`src/rtl/hazard_stall_ctrl.sv`:
```
// Stall/flush controller for the 5-stage core. It resolves the hazards the
// forwarding unit cannot: load-use dependencies, taken branches/jumps, and
// multi-cycle MDU ops holding EX. It also counts stall cycles and flush events.
//
// There is no valid/ready handshake on this block. mdu_start_E is sampled as
// a level whenever the FSM is IDLE, and it is ignored while BUSY. mdu_done is
// a single-cycle pulse on the last EX cycle of the op.
module hazard_stall_ctrl #(
    parameter int MDU_LATENCY = 4,
    parameter int CNT_W       = 32
) (
    input  logic             clk,
    input  logic             rst,
    input  logic [4:0]       rs1_D,
    input  logic [4:0]       rs2_D,
    input  logic [4:0]       RD_E,
    input  logic             MemReadE,
    input  logic             PCSrcE,
    input  logic             mdu_start_E,
    input  logic             perf_clr,
    output logic             StallF,
    output logic             StallD,
    output logic             StallE,
    output logic             FlushD,
    output logic             FlushE,
    output logic             FlushM,
    output logic             mdu_busy,
    output logic             mdu_done,
    output logic [CNT_W-1:0] stall_cycles,
    output logic [CNT_W-1:0] flush_events,
    output logic             state_dbg
);

    localparam int CW     = $clog2(MDU_LATENCY) + 1;
    // The start cycle and the final (done) cycle are not counted by cnt,
    // so the remaining BUSY stall cycles number MDU_LATENCY-2.
    localparam int LOAD_I = (MDU_LATENCY >= 2) ? MDU_LATENCY - 2 : 0;
    localparam logic [CW-1:0] CNT_LOAD = CW'(LOAD_I);

    typedef enum logic {
        IDLE = 1'b0,
        BUSY = 1'b1
    } state_t;

    state_t        state, state_n;
    logic [CW-1:0] cnt, cnt_n;
    logic          lw_hz;
    logic          stall_f, stall_d, stall_e;
    logic          flush_d, flush_e, flush_m;
    logic          done;

    assign lw_hz = MemReadE & (RD_E != 5'd0) & ((RD_E == rs1_D) | (RD_E == rs2_D));

    // State and MDU down-counter registers.
    always_ff @(posedge clk or negedge rst) begin
        if (!rst) begin
            state <= IDLE;
            cnt   <= '0;
        end else begin
            state <= state_n;
            cnt   <= cnt_n;
        end
    end

    // Next state and raw hazard controls. Precedence is BUSY, then a taken
    // branch, then MDU start, then load-use.
    always_comb begin
        state_n = state;
        cnt_n   = cnt;
        stall_f = 1'b0;
        stall_d = 1'b0;
        stall_e = 1'b0;
        flush_d = 1'b0;
        flush_e = 1'b0;
        flush_m = 1'b0;
        done    = 1'b0;
        case (state)
            IDLE: begin
                if (PCSrcE) begin
                    flush_d = 1'b1;
                    flush_e = 1'b1;
                end else if (mdu_start_E) begin
                    if (MDU_LATENCY == 1) begin
                        done = 1'b1;
                    end else begin
                        stall_f = 1'b1;
                        stall_d = 1'b1;
                        stall_e = 1'b1;
                        flush_m = 1'b1;
                        state_n = BUSY;
                        cnt_n   = CNT_LOAD;
                    end
                end else if (lw_hz) begin
                    stall_f = 1'b1;
                    stall_d = 1'b1;
                    flush_e = 1'b1;
                end
            end
            BUSY: begin
                if (cnt != '0) begin
                    stall_f = 1'b1;
                    stall_d = 1'b1;
                    stall_e = 1'b1;
                    flush_m = 1'b1;
                    cnt_n   = cnt - CW'(1);
                end else begin
                    done    = 1'b1;
                    state_n = IDLE;
                end
            end
            default: begin
                state_n = IDLE;
                cnt_n   = '0;
            end
        endcase
    end

    // Every output is held low while reset is asserted, including the
    // combinational ones.
    assign StallF    = rst & stall_f;
    assign StallD    = rst & stall_d;
    assign StallE    = rst & stall_e;
    assign FlushD    = rst & flush_d;
    assign FlushE    = rst & flush_e;
    assign FlushM    = rst & flush_m;
    assign mdu_done  = rst & done;
    assign mdu_busy  = rst & (state == BUSY);
    assign state_dbg = rst & state;

    // Saturating performance counters; a clear wins over an increment.
    always_ff @(posedge clk or negedge rst) begin
        if (!rst) begin
            stall_cycles <= '0;
            flush_events <= '0;
        end else if (perf_clr) begin
            stall_cycles <= '0;
            flush_events <= '0;
        end else begin
            if (StallD && (stall_cycles != '1)) stall_cycles <= stall_cycles + CNT_W'(1);
            if (FlushD && (flush_events != '1)) flush_events <= flush_events + CNT_W'(1);
        end
    end

    // The MDU op owns EX while BUSY, so a taken branch there is illegal.
    a_no_branch_in_busy: assert property (
        @(posedge clk) disable iff (!rst) (state == BUSY) |-> !PCSrcE
    );

endmodule
```
`config.mk`:
```
export PLATFORM = sky130hd
export DESIGN_NAME = hazard_stall_ctrl
export DESIGN_NICKNAME = d
export VERILOG_FILES = /design/src/rtl/hazard_stall_ctrl.sv
export SDC_FILE = /design/constraint.sdc
export NUM_CORES = 1
export LEC_CHECK = 0
export BUFFER_PORTS_ARGS = -buffer_cell sky130_fd_sc_hd__buf_2
export CAP_MARGIN = 20
export CORE_MARGIN = 10
export CORE_UTILIZATION = 55
export DETAILED_ROUTE_END_ITERATION = 10
export PLACE_DENSITY = 0.81
export SETUP_SLACK_MARGIN = 0.3
export SYNTH_ARGS = -nofsm -noshare
export SYNTH_HDL_FRONTEND = slang
export SYNTH_SLANG_ARGS = --single-unit
export TNS_END_PERCENT = 1
```
`constraint.sdc`:
```
create_clock -name clk -period 2.7 [get_ports clk]
set_input_delay 0.27 -clock clk [delete_from_list [all_inputs] [get_ports clk]]
set_output_delay 0.27 -clock clk [all_outputs]
set_load 0.005 [all_outputs]
```
==> metrics.txt, run 1 <==
ys flop type dfrtp_1; Die Y about 110 µm; Fin. Hold Viols 0; EDFF count, synth 0; core area ~7300 µm²; Final min period about 2.3 ns; io pins 94; gp weighted congestion roughly 0.80; 1st-iter DRT viols 160; Post-Syn Nets 466; Cell Rows 31; Final Util between 60% and 70%; CTS root buf clkbuf_8; number of setup violations in the final report 0; Final Non-Filler Cells about 640; DP Wirelength 7.58 mm; Setup CP Type flip-flop to primary output; initial core utilization 56.4%; buffers added on ports slightly above 90; Worst EP required 2.43 ns; RSZ-0062 raised after global routing yes; Nets 559; fmax approximately 430 MHz; Tot GR Track Use a little under a fifth; Slew @ Worst Pin between 0.6 and 0.7 ns; drt drc 0; Worst Skew slightly above 0.01 ns; share of the synthesized area in the top cell type 41.6%; via count approximately 3.8k; worst vdd rail ir drop 0.410 mV; Sink Count between 60 and 70; register area share after synthesis a little over two fifths; Leak Pwr 0.00223 µW; status finished clean; number of max-cap violations 0; largest net degree at the start of global routing 58; hold crit path type input pin to flip-flop; Post-Place Cells 617; synthesized area per cell between 9 and 10 µm²; setup ws final ~0.37 ns; final period utilization a little under nine tenths; maximum clock insertion buffer count 2; cell count after synthesis 441; Cell Pwr Density ~520 nW/µm²; Ys Warns 0; critical path's slowest cell dfrtp_1; Synth Register Bits 68; slew margin rel. 54.4%; initial antenna violation count 0; synth unique cells 53; overall power about 2600 µW; Chip Width 106 µm; mean routed wirelength per cell ~17 µm; Slew Limit Fails 0; antenna violation net count after detailed routing 0; CTS tree built; crit path DAT 2.06 ns; Startpoint Class flip-flop; setup TNS 0 ns; crit-path max cell delay approximately 0.37 ns; first-pass GRT wire length ~18 mm; dominant cell by count in the synthesized netlist dfrtp_1; Area Growth Syn to Fin 20.9%; vias in the first global route between 3k and 4k; die area ~11000 µm²; total gr overflow 0; Worst setup EP type primary output; layout cells sized above 1 ~28%; clk slew on worst S/H paths around 0.080 ns; CTS buffer count 9; FFs w/ async S/R, synth 100%; pre-CTS WS approximately 0.28 ns; Netlist Area Pre-Place just over 4000 µm²; Synth top cells by count dfrtp_1, nor2_1, nand3_1; DR pass1 iterations 4; final wirelength between 10 and 15 mm; crit path max fanout 15; via/cell ratio slightly below 6; H-tree Lvls 3; Synth area leaders dfrtp_1, xnor2_1, nand3_1; crit path cell chain inv_1 > ha_1 > nand2b_4 > o211ai_1 > nor2_2 > a21oi_4 > buf_12 > inv_2 > buf_2; clk_lat worst skew around 0.35 ns; diode count 0; cell taking the most area after synthesis dfrtp_1
## critical path, delay by kind of cell (launching register included)
| kind | cells | cell delay, ns |
|---|---|---|
| AO/OA/AOI/OAI | 2 | 0.47 |
| buffers and inverters | 4 | 0.43 |
| AND/OR/NAND/NOR | 2 | 0.19 |
| adder cells (fa/ha/maj) | 1 | 0.24 |
| flip-flops | 1 | 0.37 |
## routing by layer
layer / vias to the layer above / share of wire, % / global-route usage (%)
li1: 1795 / - / -
met1: 1865 / 40 / 20.9
met2: 109 / 51 / 31.7
met3: 18 / 6.9 / 6.64
met4: 0 / 1.8 / 5.03
met5: - / 0 / 0
## layout make-up
class	instances	area, µm²
well taps	99	124
clock buffers	11	151
fillers	594	2310
multi-input cells	340	2230
repair buffers	105	612
flip-flops and latches	68	1700
clock inverters	5	83.8
inverters	10	37.5
## path summary, 6_finish.rpt
check	start	to	slack, ns	cells past startpoint
min reg2reg	stall_cycles[23]	stall_cycles[23]	0.57	2
max	cnt[0]	StallF	0.37	9
min	mdu_start_E	cnt[2]	0.26	4
max reg2reg	cnt[1]	stall_cycles[19]	0.41	10
min in group asynchronous	rst	cnt[2]	0.52	3
max in group asynchronous	rst	flush_events[4]	1.50	3
## power breakdown
group / total [µW] / switching [µW] / internal, µW
logic: 500 / 296 / 205
clock network: 988 / 416 / 572
registers: 1090 / 37.3 / 1060
total: 2580 / 749 / 1830
## per-stage QoR
step / hold WS [ns] / instance area (µm²)
2_1_floorplan: -0.0256 / 4090
3_3_place_gp: 0.137 / 4600
3_5_place_dp: 0.135 / 4600
4_1_cts: 0.259 / 4860
5_1_grt: 0.308 / 4940
6_report: 0.263 / 4940
## repair_timing
action	4_1_cts	5_1_grt
endpoints found under the hold margin	5	0
hold buffers	2	0
endpoints found under the setup margin	2	9
cloned	0	2
pin swaps	0	2
resized for setup	1	5
setup buffers	0	1
## placed cells by master (no fill, tap or decap), types with 10 or more instances in the layout
cell type	instances
dfrtp_1	68
xnor2_1	21
or3_1	15
o21ai_0	20
nor2b_1	10
o31ai_1	13
nor2_1	42
nand4_1	13
a21oi_1	32
nand3_1	36
xor2_1	13
buf_2	93
and3_1	10
clkbuf_8	11
nand2_1	31
or4_1	15
## registers in the layout, indices dropped and copies added, names as in the netlist
name	flops
cnt	3
flush_events	32
stall_cycles	32
state	1
## logic make-up (layout without fill, tap and decap cells)
kind of cell / count (synthesis) / count (layout) / synth area share (%)
AND/OR/NAND/NOR: 213 / 213 / 30.0
AO/OA/AOI/OAI: 81 / 81 / 12.7
flip-flops: 68 / 68 / 41.6
XOR/XNOR: 34 / 34 / 7.29
buffers and inverters: 33 / 131 / 4.59
multiplexers: 8 / 8 / 2.54
adder cells (fa/ha/maj): 4 / 4 / 1.22
Note: power is estimated with default switching activity, not from simulation.
==> run 2, diff against run 1 <==
--- a/config.mk
+++ b/config.mk
@@ -10,6 +10,7 @@
 export CORE_MARGIN = 10
 export CORE_UTILIZATION = 55
 export DETAILED_ROUTE_END_ITERATION = 10
+export GPL_TIMING_DRIVEN = 0
 export PLACE_DENSITY = 0.81
 export SETUP_SLACK_MARGIN = 0.3
 export SYNTH_ARGS = -nofsm -noshare
==> run 2 against run 1 <==
Effect of this change: utilization is 0.17 points higher; highest routed layer unchanged; the run now ends with negative hold slack left; die area stayed put; clock-buffer cell count is 2 lower.
==> metrics.txt, run 2 (synthesis gave the netlist of run 1 again) <==
Die Y 106 µm (unchanged); Final min period 2.42 ns (+0.0941 ns); clk_lat worst skew 0.36 ns (about the same); most frequent CP cell buf_6; antenna violation net count after detailed routing 0 (unchanged); Worst Skew 0.00598 ns (-0.00408 ns); 1st-iter DRT viols 168 (+5.0%); Fin Hold WS -0.0966 ns (-0.360 ns); Slew @ Worst Pin 0.646 ns (-0.0359 ns); diode count 0 (unchanged); Cell Pwr Density 496 nW/µm² (-5.0%); initial core utilization 56.4% (unchanged); Cell Rows 31 (unchanged); Leak Pwr 0.00225 µW (+0.85%); CP top delay family buffers and inverters; final wirelength 11.2 mm (+3.3%); gp weighted congestion 0.867 (+7.8%); status finished, violations left; CP bufs+invs 7 (+3); via count 3836 (+1.3%); crit-path max cell delay 0.39 ns (+0.02 ns); Setup CP Type flip-flop to primary output; crit path max fanout 3 (-12); slew margin rel. 56.9% (+2.5 points); Area Growth Syn to Fin 21.2%; initial antenna violation count 0 (unchanged); Tot GR Track Use 19.9% (+1.6 points); CTS tree built; biggest regs flush_events (32), stall_cycles (32), cnt (3); crit path cell chain inv_2 > ha_4 > nand2b_4 > o211ai_1 > nor2_1 > a21oi_2 > buf_6 > buf_12 > buf_8 > inv_4 > buf_6 > buf_6; Worst EP required 2.43 ns (about the same); commonest non-fill, non-tap cell in the layout buf_2; worst vdd rail ir drop 0.344 mV (-16%); Nets 578 (+3.4%); CTS buffer count 9 (unchanged); Chip Width 106 µm (unchanged); DR pass1 iterations 5 (+1); Final Util 68.3% (+0.17 points); crit path DAT 2.15 ns (+0.09 ns); CTS root buf clkbuf_8; drt drc 0 (unchanged); clk slew on worst S/H paths 0.08 ns (about the same); Placed Instance Area 4670 µm² (+1.6%); final instance area 4950 µm² (+0.25%); hold crit path type input pin to asynchronous set/reset pin; Slew Limit Fails 0 (unchanged); final period utilization 89.8% (+3.5 points); H-tree Lvls 3 (unchanged); RSZ-0062 raised after global routing yes; via/cell ratio 5.84 (-1.6%); fmax 413 MHz (-3.9%); overall power 2460 µW (-4.7%); maximum clock insertion buffer count 2 (unchanged); mean routed wirelength per cell 17.1 µm (+0.31%); total gr overflow 0 (unchanged); die area 11300 µm² (unchanged); Startpoint Class flip-flop; Fin. Hold Viols 68 (+68); critical path's slowest cell dfrtp_1; Worst setup EP type primary output; number of max-cap violations 0 (unchanged); first-pass GRT wire length 18.6 mm (+5.9%); most frequent cells in the layout buf_2, dfrtp_1, nor2_1, nand3_1, a21oi_1; failing checks negative hold slack; largest net degree at the start of global routing 73 (+26%); core area 7250 µm² (unchanged); vias in the first global route 3873 (+4.3%); Sink Count 68 (unchanged); layout cells sized above 1 29.4% (+1.6 points); buffers added on ports 92 (-1.1%); DP Wirelength 8.16 mm (+7.5%); number of setup violations in the final report 0 (unchanged); io pins 94 (unchanged)
[run 2: per-stage QoR]
stage | TNS, ns | worst slack (ns) | std cells | hold slack [ns]
global placement | -24.27 | -0.586 | 632 | 0.540
finish | 0 | 0.276 | 657 | -0.0966
global route | 0 | 0.171 | 657 | -0.0358
floorplan | 0 | 0.625 | 441 | -0.0256
detailed placement | -0.201 | -0.0524 | 632 | 0.456
CTS | 0 | 0.281 | 656 | -0.0535
[run 2: area by class of cell]
| cell class | count | area (µm²) |
|---|---|---|
| well taps | 99 | 124 |
| clock buffers | 9 | 124 |
| flip-flops and latches | 68 | 1700 |
| repair buffers | 101 | 541 |
| plain buffers | 23 | 158 |
| multi-input cells | 340 | 2220 |
| fillers | 563 | 2300 |
| inverters | 10 | 40.0 |
| clock inverters | 7 | 43.8 |
[run 2: metal layers]
metal | routed length, µm | global-route usage, %
met1 | 4390 | 23.0
met2 | 5710 | 34.5
met3 | 934 | 5.19
met4 | 194 | 7.54
met5 | 0 | 0
[run 2: path summary, 6_finish.rpt]
path                                      start          endpoint  slack (ns)  depth (start not counted)
worst min register to register           cnt[1]            cnt[1]        0.57                          2
worst max-delay path                     cnt[1]            StallF        0.28                         12
worst min-delay path                        rst  stall_cycles[22]        -0.1                          1
worst max register to register  stall_cycles[0]  stall_cycles[18]        0.38                          7
max in group asynchronous                   rst   flush_events[8]        2.34                          1
min in group clk                    mdu_start_E            cnt[2]        0.28                          4
[run 2: timing repair]
item                       in CTS  in global routing
gates cloned                    0                  0
setup endpoints to repair       2                 25
hold endpoints to repair       68                 68
setup buffers                   8                  1
gates resized for setup        10                  2
pin swaps                       4                  4
[run 2: power breakdown]
group | total, µW | internal (µW) | switching [µW]
registers | 1100 | 1060 | 40.4
logic | 609 | 275 | 334
clock network | 754 | 328 | 427
==> run 3, diff against run 2 <==
--- a/config.mk
+++ b/config.mk
@@ -7,11 +7,14 @@
 export LEC_CHECK = 0
 export BUFFER_PORTS_ARGS = -buffer_cell sky130_fd_sc_hd__buf_2
 export CAP_MARGIN = 20
+export CELL_PAD_IN_SITES_DETAIL_PLACEMENT = 2
+export CELL_PAD_IN_SITES_GLOBAL_PLACEMENT = 2
 export CORE_MARGIN = 10
-export CORE_UTILIZATION = 55
+export CORE_UTILIZATION = 33
+export CTS_CLUSTER_DIAMETER = 150
 export DETAILED_ROUTE_END_ITERATION = 10
 export GPL_TIMING_DRIVEN = 0
-export PLACE_DENSITY = 0.81
+export PLACE_DENSITY_LB_ADDON = 0.1
 export SETUP_SLACK_MARGIN = 0.3
 export SYNTH_ARGS = -nofsm -noshare
 export SYNTH_HDL_FRONTEND = slang
==> run 3 against run 2 <==
Effect of this change: the flow now finishes without violations; sequential share of layout area shrank 2.0 points; flip-flop and latch count is the same; largest cell class unchanged; via count grew 2.7%; critical path type unchanged; clock-buffer cell count grew 2; critical endpoint unchanged; power grew 17%; first-iteration DRC count down 4.2%; cell count is 11% higher.
==> metrics.txt, run 3 (synthesis gave the netlist of run 1 again) <==
Tot GR Track Use 17.0% (-2.9 points); area of the multi-input gates 2250 µm² (+1.1%); DR pass1 iterations 4 (-1); Area Growth Syn to Fin 28.8%; Reg area 1700 µm² (about the same); pre-CTS WS 0.0527 ns (+0.105 ns); clk_lat worst skew 0.34 ns (-0.02 ns); commonest non-fill, non-tap cell in the layout buf_2; core area 12100 µm² (+66%); antenna violation net count after detailed routing 0 (unchanged); biggest regs flush_events (32), stall_cycles (32), cnt (3); via/cell ratio 5.39 (-7.6%); gp weighted congestion 0.742 (-14%); layout cells sized above 1 29.6% (+0.20 points); buffers added on ports 92 (unchanged); crit-path max cell delay 0.40 ns (about the same); Fin. Hold Viols 0 (-100%); worst vdd rail ir drop 0.302 mV (-12%); via count 3938 (+2.7%); number of max-cap violations 0 (unchanged); io pins 94 (unchanged); number of setup violations in the final report 0 (unchanged); hold crit path type input pin to asynchronous set/reset pin; CTS tree built; Sink Count 68 (unchanged); status finished clean; crit path DAT 2.16 ns (about the same); CTS root buf clkbuf_16; initial antenna violation count 0 (unchanged); initial core utilization 33.9% (-22 points); die area 17200 µm² (+53%); Slew @ Worst Pin 0.711 ns (+0.0650 ns); RSZ-0062 raised after global routing yes; Cell Pwr Density 545 nW/µm² (+9.7%); first-pass GRT wire length 24.0 mm (+29%); crit path cell chain inv_2 > ha_4 > nand2b_4 > o211ai_1 > nor2_1 > a21oi_2 > buf_6 > buf_12 > buf_12 > inv_6 > buf_6 > buf_6; slew margin rel. 52.5% (-4.4 points); maximum clock insertion buffer count 2 (unchanged); final period utilization 89.9% (+0.13 points); final instance area 5260 µm² (+6.2%); overall power 2870 µW (+17%); setup ws final 0.273 ns (-0.00340 ns); Worst setup EP type primary output; final wirelength 14.8 mm (+31%); fmax 412 MHz (-0.14%); Startpoint Class flip-flop; vias in the first global route 4346 (+12%); largest net degree at the start of global routing 49 (-33%); Worst EP required 2.43 ns (about the same); DP Wirelength 10.4 mm (+28%); Final min period 2.43 ns (+0.00340 ns); most frequent cells in the layout buf_2, dfrtp_1, nor2_1, nand3_1, a21oi_1; clk slew on worst S/H paths 0.06 ns (-0.02 ns); Final Util 43.6% (-25 points); Leak Pwr 0.00238 µW (+5.6%); Cell Rows 40 (+29%); crit path max fanout 3 (unchanged); 1st-iter DRT viols 161 (-4.2%); drt drc 0 (unchanged); critical path's slowest cell dfrtp_1; Die Y 131 µm (+24%); mean routed wirelength per cell 20.2 µm (+18%); most frequent CP cell buf_6; Filler cells 1345 (+140%); H-tree Lvls 3 (unchanged); CTS buffer count 9 (unchanged); Chip Width 131 µm (+24%); total gr overflow 0 (unchanged); Nets 583 (+0.87%); Placed Instance Area 4790 µm² (+2.4%); Setup CP Type flip-flop to primary output; Slew Limit Fails 0 (unchanged); Worst Skew 0.00711 ns (+0.00113 ns); Fin Hold WS 0.0290 ns (+0.126 ns)
[run 3: path summary, 6_finish.rpt]
check                      depth (start not counted)               end             start  slack (ns)
setup reg to reg                                   8  flush_events[17]   flush_events[0]        0.38
hold reg to reg                                    2  flush_events[17]  flush_events[17]        0.55
max in group asynchronous                          3   stall_cycles[6]               rst        1.98
setup / recovery                                  12            StallF            cnt[1]        0.27
hold / removal                                     3  stall_cycles[21]               rst        0.03
min in group clk                                   4            cnt[2]       mdu_start_E        0.29
[run 3: critical path, delay by kind of cell, from the launching register on]
kind            cells  cell delay [ns]
compound gates      2             0.46
fa+ha+maj           1             0.15
buf+inv             7             0.67
flops               1             0.40
simple gates        2             0.14
[run 3: routing by layer]
| layer | routed length (µm) | vias to the layer above | global-route usage, % |
|---|---|---|---|
| met1 | 6310 | 2020 | 20.1 |
| li1 | - | 1844 | - |
| met2 | 7670 | 56 | 29.5 |
| met5 | 0 | - | 0 |
| met4 | 277 | 0 | 5.93 |
| met3 | 510 | 18 | 3.66 |
[run 3: metrics by stage]
step                      TNS, ns  cells
after floorplan                 0    441
after global placement     -40.87    701
after CTS                       0    724
final                           0    730
after detailed placement        0    702
after global routing            0    729
[run 3: what timing repair did]
action                                 CTS  global route
resized for setup                        8             9
pin swaps                                3             4
endpoints found under the hold margin   20             0
gates cloned                             0             0
buffers inserted                         6             4
hold buffers                             2             0
setup endpoints to repair               25            44
[run 3: final cells by class]
type                    instances  share of cell area [%]
diodes                          1                  0.0475
plain buffers                  23                    3.09
clock buffers                  11                    4.61
clock inverters                 3                   0.285
inverters                      10                   0.808
multi-input cells             340                    42.7
flip-flops and latches         68                    32.4
well taps                     168                    3.99
repair buffers                106                    12.1
[run 3: where the power goes]
group	internal (µW)	total (µW)	switching, µW
registers	1060	1100	45.5
logic	307	670	363
clock network	632	1090	460
